$ cat src/rtl/ysyx_220578_fetch_ctrl_pkg.sv
// Shared definitions for the NPC fetch controller: reset PC and fetch FSM encodings.
package ysyx_220578_fetch_ctrl_pkg;

    // First fetch address after reset.
    localparam logic [63:0] YSYX_220578_RESET_PC = 64'h0000_0000_8000_0000;

    // Fetch sequencing states.
    typedef enum logic [1:0] {
        S_IDLE = 2'd0,
        S_REQ  = 2'd1,
        S_WAIT = 2'd2,
        S_OUT  = 2'd3
    } fetch_state_e;

endpackage

$ cat src/rtl/ysyx_220578_pc_reg.sv
// Program counter register with asynchronous reset, load and +4 increment.
module ysyx_220578_pc_reg
    import ysyx_220578_fetch_ctrl_pkg::*;
#(
    parameter int unsigned               ADDR_WIDTH = 64,
    parameter logic [ADDR_WIDTH-1:0]     RESET_PC   = ADDR_WIDTH'(YSYX_220578_RESET_PC)
) (
    input  logic                  clk,
    input  logic                  rst_n,
    input  logic                  load_en_i,
    input  logic [ADDR_WIDTH-1:0] load_pc_i,
    input  logic                  inc_en_i,
    output logic [ADDR_WIDTH-1:0] pc_o
);

    logic [ADDR_WIDTH-1:0] pc_d, pc_q;

    // Load wins over increment; the increment wraps at the address width.
    always_comb begin
        pc_d = pc_q;
        if (load_en_i) begin
            pc_d = load_pc_i;
        end else if (inc_en_i) begin
            pc_d = pc_q + ADDR_WIDTH'(4);
        end
    end

    // PC state.
    always_ff @(posedge clk or negedge rst_n) begin
        if (!rst_n) begin
            pc_q <= RESET_PC;
        end else begin
            pc_q <= pc_d;
        end
    end

    assign pc_o = pc_q;

endmodule

$ cat src/rtl/ysyx_220578_fetch_ctrl.sv
// Instruction fetch sequencer: owns the PC, issues one imem request at a time,
// buffers the response and hands {inst, pc} to the IDU; EXU redirects discard stale fetches.
module ysyx_220578_fetch_ctrl
    import ysyx_220578_fetch_ctrl_pkg::*;
#(
    parameter int unsigned               ADDR_WIDTH = 64,
    parameter int unsigned               INST_WIDTH = 32,
    parameter logic [ADDR_WIDTH-1:0]     RESET_PC   = ADDR_WIDTH'(YSYX_220578_RESET_PC)
) (
    input  logic                  clk,
    input  logic                  rst_n,
    input  logic                  redirect_valid,
    input  logic [ADDR_WIDTH-1:0] redirect_pc,
    output logic                  imem_req_valid,
    output logic [ADDR_WIDTH-1:0] imem_req_addr,
    input  logic                  imem_req_ready,
    input  logic                  imem_resp_valid,
    input  logic [INST_WIDTH-1:0] imem_resp_inst,
    output logic                  inst_valid,
    output logic [INST_WIDTH-1:0] inst_out,
    output logic [ADDR_WIDTH-1:0] inst_pc,
    input  logic                  inst_ready,
    output logic [63:0]           fetch_cnt
);

    fetch_state_e          state_d, state_q;
    logic                  flush_d, flush_q;
    logic [INST_WIDTH-1:0] inst_d, inst_q;
    logic [63:0]           fetch_cnt_d, fetch_cnt_q;
    logic                  pc_load, pc_inc;
    logic [ADDR_WIDTH-1:0] pc;
    logic [ADDR_WIDTH-1:0] redirect_pc_aligned;

    assign redirect_pc_aligned = {redirect_pc[ADDR_WIDTH-1:2], 2'b00};

    ysyx_220578_pc_reg #(
        .ADDR_WIDTH (ADDR_WIDTH),
        .RESET_PC   (RESET_PC)
    ) u_pc_reg (
        .clk       (clk),
        .rst_n     (rst_n),
        .load_en_i (pc_load),
        .load_pc_i (redirect_pc_aligned),
        .inc_en_i  (pc_inc),
        .pc_o      (pc)
    );

    // Next-state logic for the fetch FSM, flush flag, instruction buffer and counter.
    always_comb begin
        state_d     = state_q;
        flush_d     = flush_q;
        inst_d      = inst_q;
        fetch_cnt_d = fetch_cnt_q;
        pc_load     = 1'b0;
        pc_inc      = 1'b0;
        unique case (state_q)
            S_IDLE: begin
                pc_load = redirect_valid;
                state_d = S_REQ;
            end
            S_REQ: begin
                pc_load = redirect_valid;
                if (imem_req_ready) begin
                    state_d = S_WAIT;
                    // Memory already latched the old address; its reply must be dropped.
                    if (redirect_valid) begin
                        flush_d = 1'b1;
                    end
                end
            end
            S_WAIT: begin
                pc_load = redirect_valid;
                if (redirect_valid) begin
                    flush_d = 1'b1;
                end
                if (imem_resp_valid) begin
                    if (flush_q || redirect_valid) begin
                        flush_d = 1'b0;
                        state_d = S_REQ;
                    end else begin
                        inst_d  = imem_resp_inst;
                        state_d = S_OUT;
                    end
                end
            end
            S_OUT: begin
                if (redirect_valid) begin
                    pc_load = 1'b1;
                    state_d = S_REQ;
                end else if (inst_ready) begin
                    pc_inc      = 1'b1;
                    fetch_cnt_d = fetch_cnt_q + 64'd1;
                    state_d     = S_REQ;
                end
            end
            default: begin
                state_d = S_IDLE;
            end
        endcase
    end

    // Fetch control state.
    always_ff @(posedge clk or negedge rst_n) begin
        if (!rst_n) begin
            state_q     <= S_IDLE;
            flush_q     <= 1'b0;
            inst_q      <= '0;
            fetch_cnt_q <= '0;
        end else begin
            state_q     <= state_d;
            flush_q     <= flush_d;
            inst_q      <= inst_d;
            fetch_cnt_q <= fetch_cnt_d;
        end
    end

    assign imem_req_valid = (state_q == S_REQ);
    assign imem_req_addr  = pc;
    assign inst_valid     = (state_q == S_OUT);
    assign inst_out       = inst_q;
    assign inst_pc        = pc;
    assign fetch_cnt      = fetch_cnt_q;

endmodule
$ cat config.mk
export PLATFORM = sky130hd
export DESIGN_NAME = ysyx_220578_fetch_ctrl
export DESIGN_NICKNAME = d
export VERILOG_FILES = /design/src/rtl/ysyx_220578_fetch_ctrl_pkg.sv /design/src/rtl/ysyx_220578_pc_reg.sv /design/src/rtl/ysyx_220578_fetch_ctrl.sv
export SDC_FILE = /design/constraint.sdc
export NUM_CORES = 1
export LEC_CHECK = 0
export CAP_MARGIN = 40
export CORE_UTILIZATION = 42
export CTS_CLUSTER_SIZE = 25
export DETAILED_ROUTE_END_ITERATION = 10
export GPL_ROUTABILITY_DRIVEN = 0
export PLACE_DENSITY = 0.78
export SLEW_MARGIN = 20
export SYNTH_ARGS = -nofsm -noshare
export SYNTH_HDL_FRONTEND = slang
export SYNTH_SLANG_ARGS = --single-unit
$ cat constraint.sdc
create_clock -name clk -period 3.9 [get_ports clk]
set_input_delay 0.78 -clock clk [delete_from_list [all_inputs] [get_ports clk]]
set_output_delay 0.78 -clock clk [all_outputs]
set_load 0.02 [all_outputs]
==> run metrics, run 1 <==
Syn Std Cell Area=8710 sq um; status=finished clean; startpoint types=primary input; Cell Count, Final, Fillers Out=1436; Slew @ Worst Pin=0.864 ns; clock sinks=161; chip height=146 microns; # rows=52; syn avg cell area=9.81 sq um; largest area contributor in the netlist=dfrtp_1; CTS HTree Levels=4; CTS tree=built; Max Cap Violations=0; leakage=0.00503 uW; worst r2r dst=u_pc_reg.pc_o[44]; CTS resizes=0; Area Overhead vs Synth=42.4%; cts bufs inserted=17; Post CTS Setup Buffer Count=0; CTS Root Buffer Type=clkbuf_16; final setup skew=0.0156 ns; wire per inst=between 15 and 20 microns; Worst Path Max Fanout=9; Tmin final=2.88 ns; nets=1260; Cell Chain, Critical Path=clkdlybuf4s50_1 > nand4b_1 > nor2_2 > nand4_1 > nor4_1 > xor2_1; port bufs=321; die area=roughly 21000 sq um; Core Area=a little over 20000 sq um; Fillers=1741; Sw Pwr=1870 uW; worst hold path class=in -> async; Yosys cell types=between 50 and 60; Chip Width=~150 microns; largest net degree at the start of global routing=94; vias in the first global route=7764; Reg clk slew, reported paths=0.08 ns; flop2flop setup slack=approximately 1.1 ns; global-route wire length before repair=41800 microns; RSZ-0062 raised after global routing=false; DRT Pass-1 Iters=5; Peak Freq=348 MHz; VDD IR-drop max=0.303 mV; final setup margin=about 1.0 ns; proportion of layout cells with a drive suffix above 1=9.18%; placed cells=1403; setup TNS=0 ns; DR vias=8091; Synth Register Bits=approximately 160; Worst path max stage delay=between 0.7 and 0.8 ns; Reg-to-Reg Start=u_pc_reg.pc_o[19]; Top FF cell, synth=dfrtp_1; Total GRT Usage=24.7%; ant diodes=0; Final Cell Area=12400 sq um; Slew Limit Headroom=about two fifths; crit path kind=in -> reg; Sw Ratio=34.1%; Synth Instances=888; Post-DP HPWL=19400 microns; Synth async-reset ratio=between 90% and 100%; Synth area leaders=dfrtp_1 46%, buf_4 5.7%, nand4_1 4.7%, xor2_1 4.4%, mux2_2 4.4%; sequential share of power=39.6%; I/O pin count=328; initial core utilization=42.9%; Post-synth EDFFs=0; crit path DAT=between 3 and 4 ns; Worst Path Required=between 4 and 5 ns; Bufs on Longest Clock Path=2; crit end category=flop; Final Max Tran Viols=0; DRC marker count from the first detailed-route iteration=496; internal power=3620 uW; total global routing overflow=0; Final Hold Viols=0; leading cell type in the layout, fill and taps excluded=clkdlybuf4s50_1; Critical-path top delay cell=clkdlybuf4s50_1; clock latency on the worst-skew pair=0.42 ns; final setup vio count=0; hold buffer count at CTS=0; Vias per Instance=5.63; DRT antenna net count=0; Seq/Total Area, Yosys=46.3%; Period Utilization, post-route=73.7%; Total Wirelength=26500 microns; pre-CTS WS=0.683 ns; initial antenna violation count=0; clock group share of total power=30.4%; YS warnings=0; share of total power in combinational logic=30.1%; reg2reg path depth=5; most frequent cells in the layout=319 x clkdlybuf4s50_1, 160 x dfrtp_1, 101 x nand2_1; post-synth top area share=46.0%; DRC violations left=0; PwrDens=between 400 and 500 nW/um^2; placed cell areas=between 10000 and 15000 sq um
critical path, delay by kind of cell:
kind / cells / cell delay, ns
and+or+nand+nor: 4 / 1.46
buffers and inverters: 1 / 0.79
xor gates and xnor gates: 1 / 0.12
cell type report:
class	instances	area, sq um	area share [%]
Clock buffer	17	425	3.43
Clock inverter	15	165	1.33
Inverter	17	63.8	0.515
Multi-Input combinational cell	617	4020	32.4
Sequential cell	161	4030	32.5
Tap cell	270	338	2.72
Timing Repair Buffer	339	3360	27.1
synth_stat cells (all sizes together), types with 7 or more instances:
cell type / instances
dfrtp: 160
nand2: 101
buf: 76
nand3: 69
nand4: 69
nor2: 46
xor2: 44
mux2: 35
xnor2: 33
nor4: 32
o211ai: 29
nor3: 22
clkbuf: 20
o21ai: 20
inv: 17
o311ai: 14
or4: 10
and3: 9
and4: 7
or2: 7
or3: 7
per-layer routing:
| layer | vias up | track usage, % | share of wire [%] |
|---|---|---|---|
| li1 | 3732 | - | - |
| met3 | 31 | 5.55 | 8.1 |
| met4 | 0 | 6.88 | 1.5 |
| met5 | - | 0 | 0 |
| met2 | 392 | 42.2 | 50 |
| met1 | 3936 | 31.5 | 41 |
how the worst max path moves through the flow:
stage                            from  slack, ns                 to
finish                     inst_ready       1.02      fetch_cnt[63]
CTS                        state_q[0]       1.10         inst_valid
detailed placement         inst_ready       0.68      fetch_cnt[58]
floorplan                  state_q[0]       1.41  u_pc_reg.pc_o[63]
global route        u_pc_reg.pc_o[19]       0.94  u_pc_reg.pc_o[44]
global placement           inst_ready       0.72      fetch_cnt[63]
kinds of logic (layout without fill, tap and decap cells):
logic type	Yosys count	in the layout	synth area share [%]
xor+xnor	77	77	7.74
flops	161	161	46.3
mux	37	37	4.76
other cells	1	4	0.0431
simple gates	402	402	25.1
fa+ha+maj	5	5	0.718
compound gates	92	92	7.57
buf+inv	113	388	7.76
power by group through the flow:
stage          Sequential (uW)  Clock (uW)  Combinational, uW
3_3_place_gp              2190           0               1630
4_1_cts                   2170        1690               1660
5_1_grt                   2220        1770               1740
2_1_floorplan             2440           0                572
3_5_place_dp              2200           0               1650
6_report                  2170        1670               1650
state kept, by name (all words and copies together) (netlist names):
signal         flops
inst_out          32
flush_q            1
state_q            2
u_pc_reg.pc_o     62
fetch_cnt         64
stage by stage:
| stage | util, % | hold WS (ns) | total power, uW |
|---|---|---|---|
| after CTS | 61.0 | 0.455 | 5520 |
| after global routing | 61.1 | 0.152 | 5730 |
| after global placement | 58.0 | 0.463 | 3820 |
| after detailed placement | 58.0 | 0.461 | 3860 |
| after floorplan | - | 0.484 | 3010 |
| final | 61.1 | 0.179 | 5490 |
No activity file was read; power rests on OpenSTA's default activity.
==> inputs of run 2 (changes only) <==
clock period = 2.8 ns   (was 3.9 ns; I/O delays follow)
==> run 2 against run 1 <==
Setup slack lost 0.78 ns. Cell area grew 1.7%. Combinational power grew 43%. Core utilization grew 1.0 points. Clock skew shrank 0.0033 ns. Die area is the same. Final cell count grew 1.8%. Sequential share of layout area shrank 0.54 points. Non-clock buffer count grew 25. Critical path depth shrank 4. Critical path type is now reg -> out. Critical endpoint is now inst_valid.
==> run metrics, run 2 (synthesized netlist as in run 1, its figures left out) <==
status=finished clean (unchanged); hold buffer count at CTS=0 (unchanged); Slew Limit Headroom=56.0% (was 41.9%); Hold WS=0.122 ns (was 0.179 ns); CTS tree=built (unchanged); Worst Path Max Fanout=7 (was 9); DRC violations left=0 (unchanged); share of total power in combinational logic=30.5% (was 30.1%); reg2reg path depth=7 (was 5); I/O pin count=328 (unchanged); startpoint types=flop (was primary input); crit path kind=reg -> out (was in -> reg); Total Wirelength=27200 microns (was 26500 microns); initial core utilization=42.9% (unchanged); Fillers=1686 (was 1741); total power draw=7720 uW (was 5490 uW); vias in the first global route=7989 (was 7764); proportion of layout cells with a drive suffix above 1=11.1% (was 9.18%); Post-DP HPWL=19800 microns (was 19400 microns); DR vias=8232 (was 8091); worst hold path class=in -> async (unchanged); Post CTS Setup Buffer Count=0 (unchanged); DRT Pass-1 Iters=7 (was 5); RSZ-0062 raised after global routing=false (unchanged); PwrDens=612 nW/um^2 (was 443 nW/um^2); VDD IR-drop max=0.422 mV (was 0.303 mV); Vias per Instance=5.63 (about the same); DRT antenna net count=0 (unchanged); setup TNS=0 ns (unchanged); clock group share of total power=30.6% (was 30.4%); Largest register FFs=64 (unchanged); crit end category=output pin (was flop); Sw Pwr=2580 uW (was 1870 uW); Tmin final=2.55 ns; Total GRT Usage=25.7% (was 24.7%); most frequent cells in the layout=319 x clkdlybuf4s50_1, 160 x dfrtp_1, 101 x nand2_1 (unchanged); total global routing overflow=0 (unchanged); clock latency on the worst-skew pair=0.43 ns (was 0.42 ns); DRC marker count from the first detailed-route iteration=509 (was 496); cts bufs inserted=17 (unchanged); clock sinks=161 (unchanged); Bufs on Longest Clock Path=2 (unchanged); final setup vio count=0 (unchanged); Worst Path Required=2.24 ns (was 4.18 ns); Final Hold Viols=0 (unchanged); internal power=5140 uW (was 3620 uW); Core Area=20300 sq um (unchanged); leakage=0.00517 uW (was 0.00503 uW); chip height=146 microns (unchanged); Peak Freq=391 MHz; Period Utilization, post-route=between 90% and 100%; CTS HTree Levels=4 (unchanged); port bufs=321 (unchanged); Area Overhead vs Synth=44.8% (was 42.4%); CTS resizes=0 (unchanged); leading cell type in the layout, fill and taps excluded=clkdlybuf4s50_1 (unchanged); Chip Width=146 microns (unchanged); Reg clk slew, reported paths=0.07 ns (was 0.08 ns); final setup skew=0.0123 ns (was 0.0156 ns); sequential share of power=38.9% (was 39.6%); multi-input logic area=4020 sq um (unchanged); die area=21300 sq um (unchanged); # rows=52 (unchanged); wire per inst=18.6 microns (was 18.5 microns); Sw Ratio=33.4% (was 34.1%); crit path DAT=1.99 ns (was 3.15 ns); CTS Root Buffer Type=clkbuf_16 (unchanged); largest net degree at the start of global routing=68 (was 94); Max Cap Violations=0 (unchanged); sequential cell area=4030 sq um (unchanged); global-route wire length before repair=43100 microns (was 41800 microns); Final Max Tran Viols=0 (unchanged); initial antenna violation count=1 (was 0); nets=1285 (was 1260); Slew @ Worst Pin=0.655 ns (was 0.864 ns)
run 2: cell types whose count changed in the layout (fill, tap and decap cells not counted), sizes merged:
| cell | before | now |
|---|---|---|
| buf | 19 | 45 |
| clkinv | 7 | 3 |
| inv | 24 | 26 |
| bufinv | 0 | 1 |
| clkdlybuf4s18 | 1 | 0 |
| clkinvlp | 1 | 2 |
| diode | 0 | 1 |
run 2: path summary, 6_finish.rpt:
check                         startpoint                 to  slack, ns
max reg2reg                   state_q[0]      fetch_cnt[45]       0.30
max                           state_q[0]         inst_valid       0.25
min in group clk           fetch_cnt[63]      fetch_cnt[63]       0.48
max in group asynchronous          rst_n  u_pc_reg.pc_o[31]       1.87
min                                rst_n      fetch_cnt[34]       0.12
min reg2reg                fetch_cnt[63]      fetch_cnt[63]       0.48
run 2: critical path, cell delays in order (launching register included):
cell and delay [ns]:
dfrtp_1 0.39, ha_1 0.46, clkdlybuf4s50_1 0.72
run 2: cell type report:
type                            count  share of cell area [%]
Clock inverter                     15                    1.33
Sequential cell                   161                    32.0
Timing Repair Buffer              364                    28.3
Inverter                           17                   0.506
Clock buffer                       17                    3.37
Antenna cell                        1                  0.0198
Multi-Input combinational cell    617                    31.8
Tap cell                          270                    2.68
run 2: metal layers:
metal	share of wire (%)	GRT usage, %	routed length, microns
met1	40	32.3	10900
met2	49	42.9	13400
met3	8.1	6.24	2200
met4	2.7	9.64	730
met5	0	0	0
run 2: power groups by stage:
stage	Combinational [uW]	Clock, uW	Sequential (uW)
floorplan	796	0	3400
global placement	2330	0	3020
finish	2360	2360	3010
global route	2490	2510	3060
detailed placement	2370	0	3050
CTS	2380	2420	3010
run 2: metrics by stage:
stage | util (%) | area, sq um | cells | worst slack, ns
after floorplan | - | 8720 | 891 | 0.313
after global placement | 59.2 | 12000 | 1429 | 0.111
after detailed placement | 59.2 | 12000 | 1429 | 0.0613
after CTS | 62.1 | 12600 | 1461 | 0.241
after global routing | 62.1 | 12600 | 1461 | 0.0909
final | 62.1 | 12600 | 1462 | 0.245
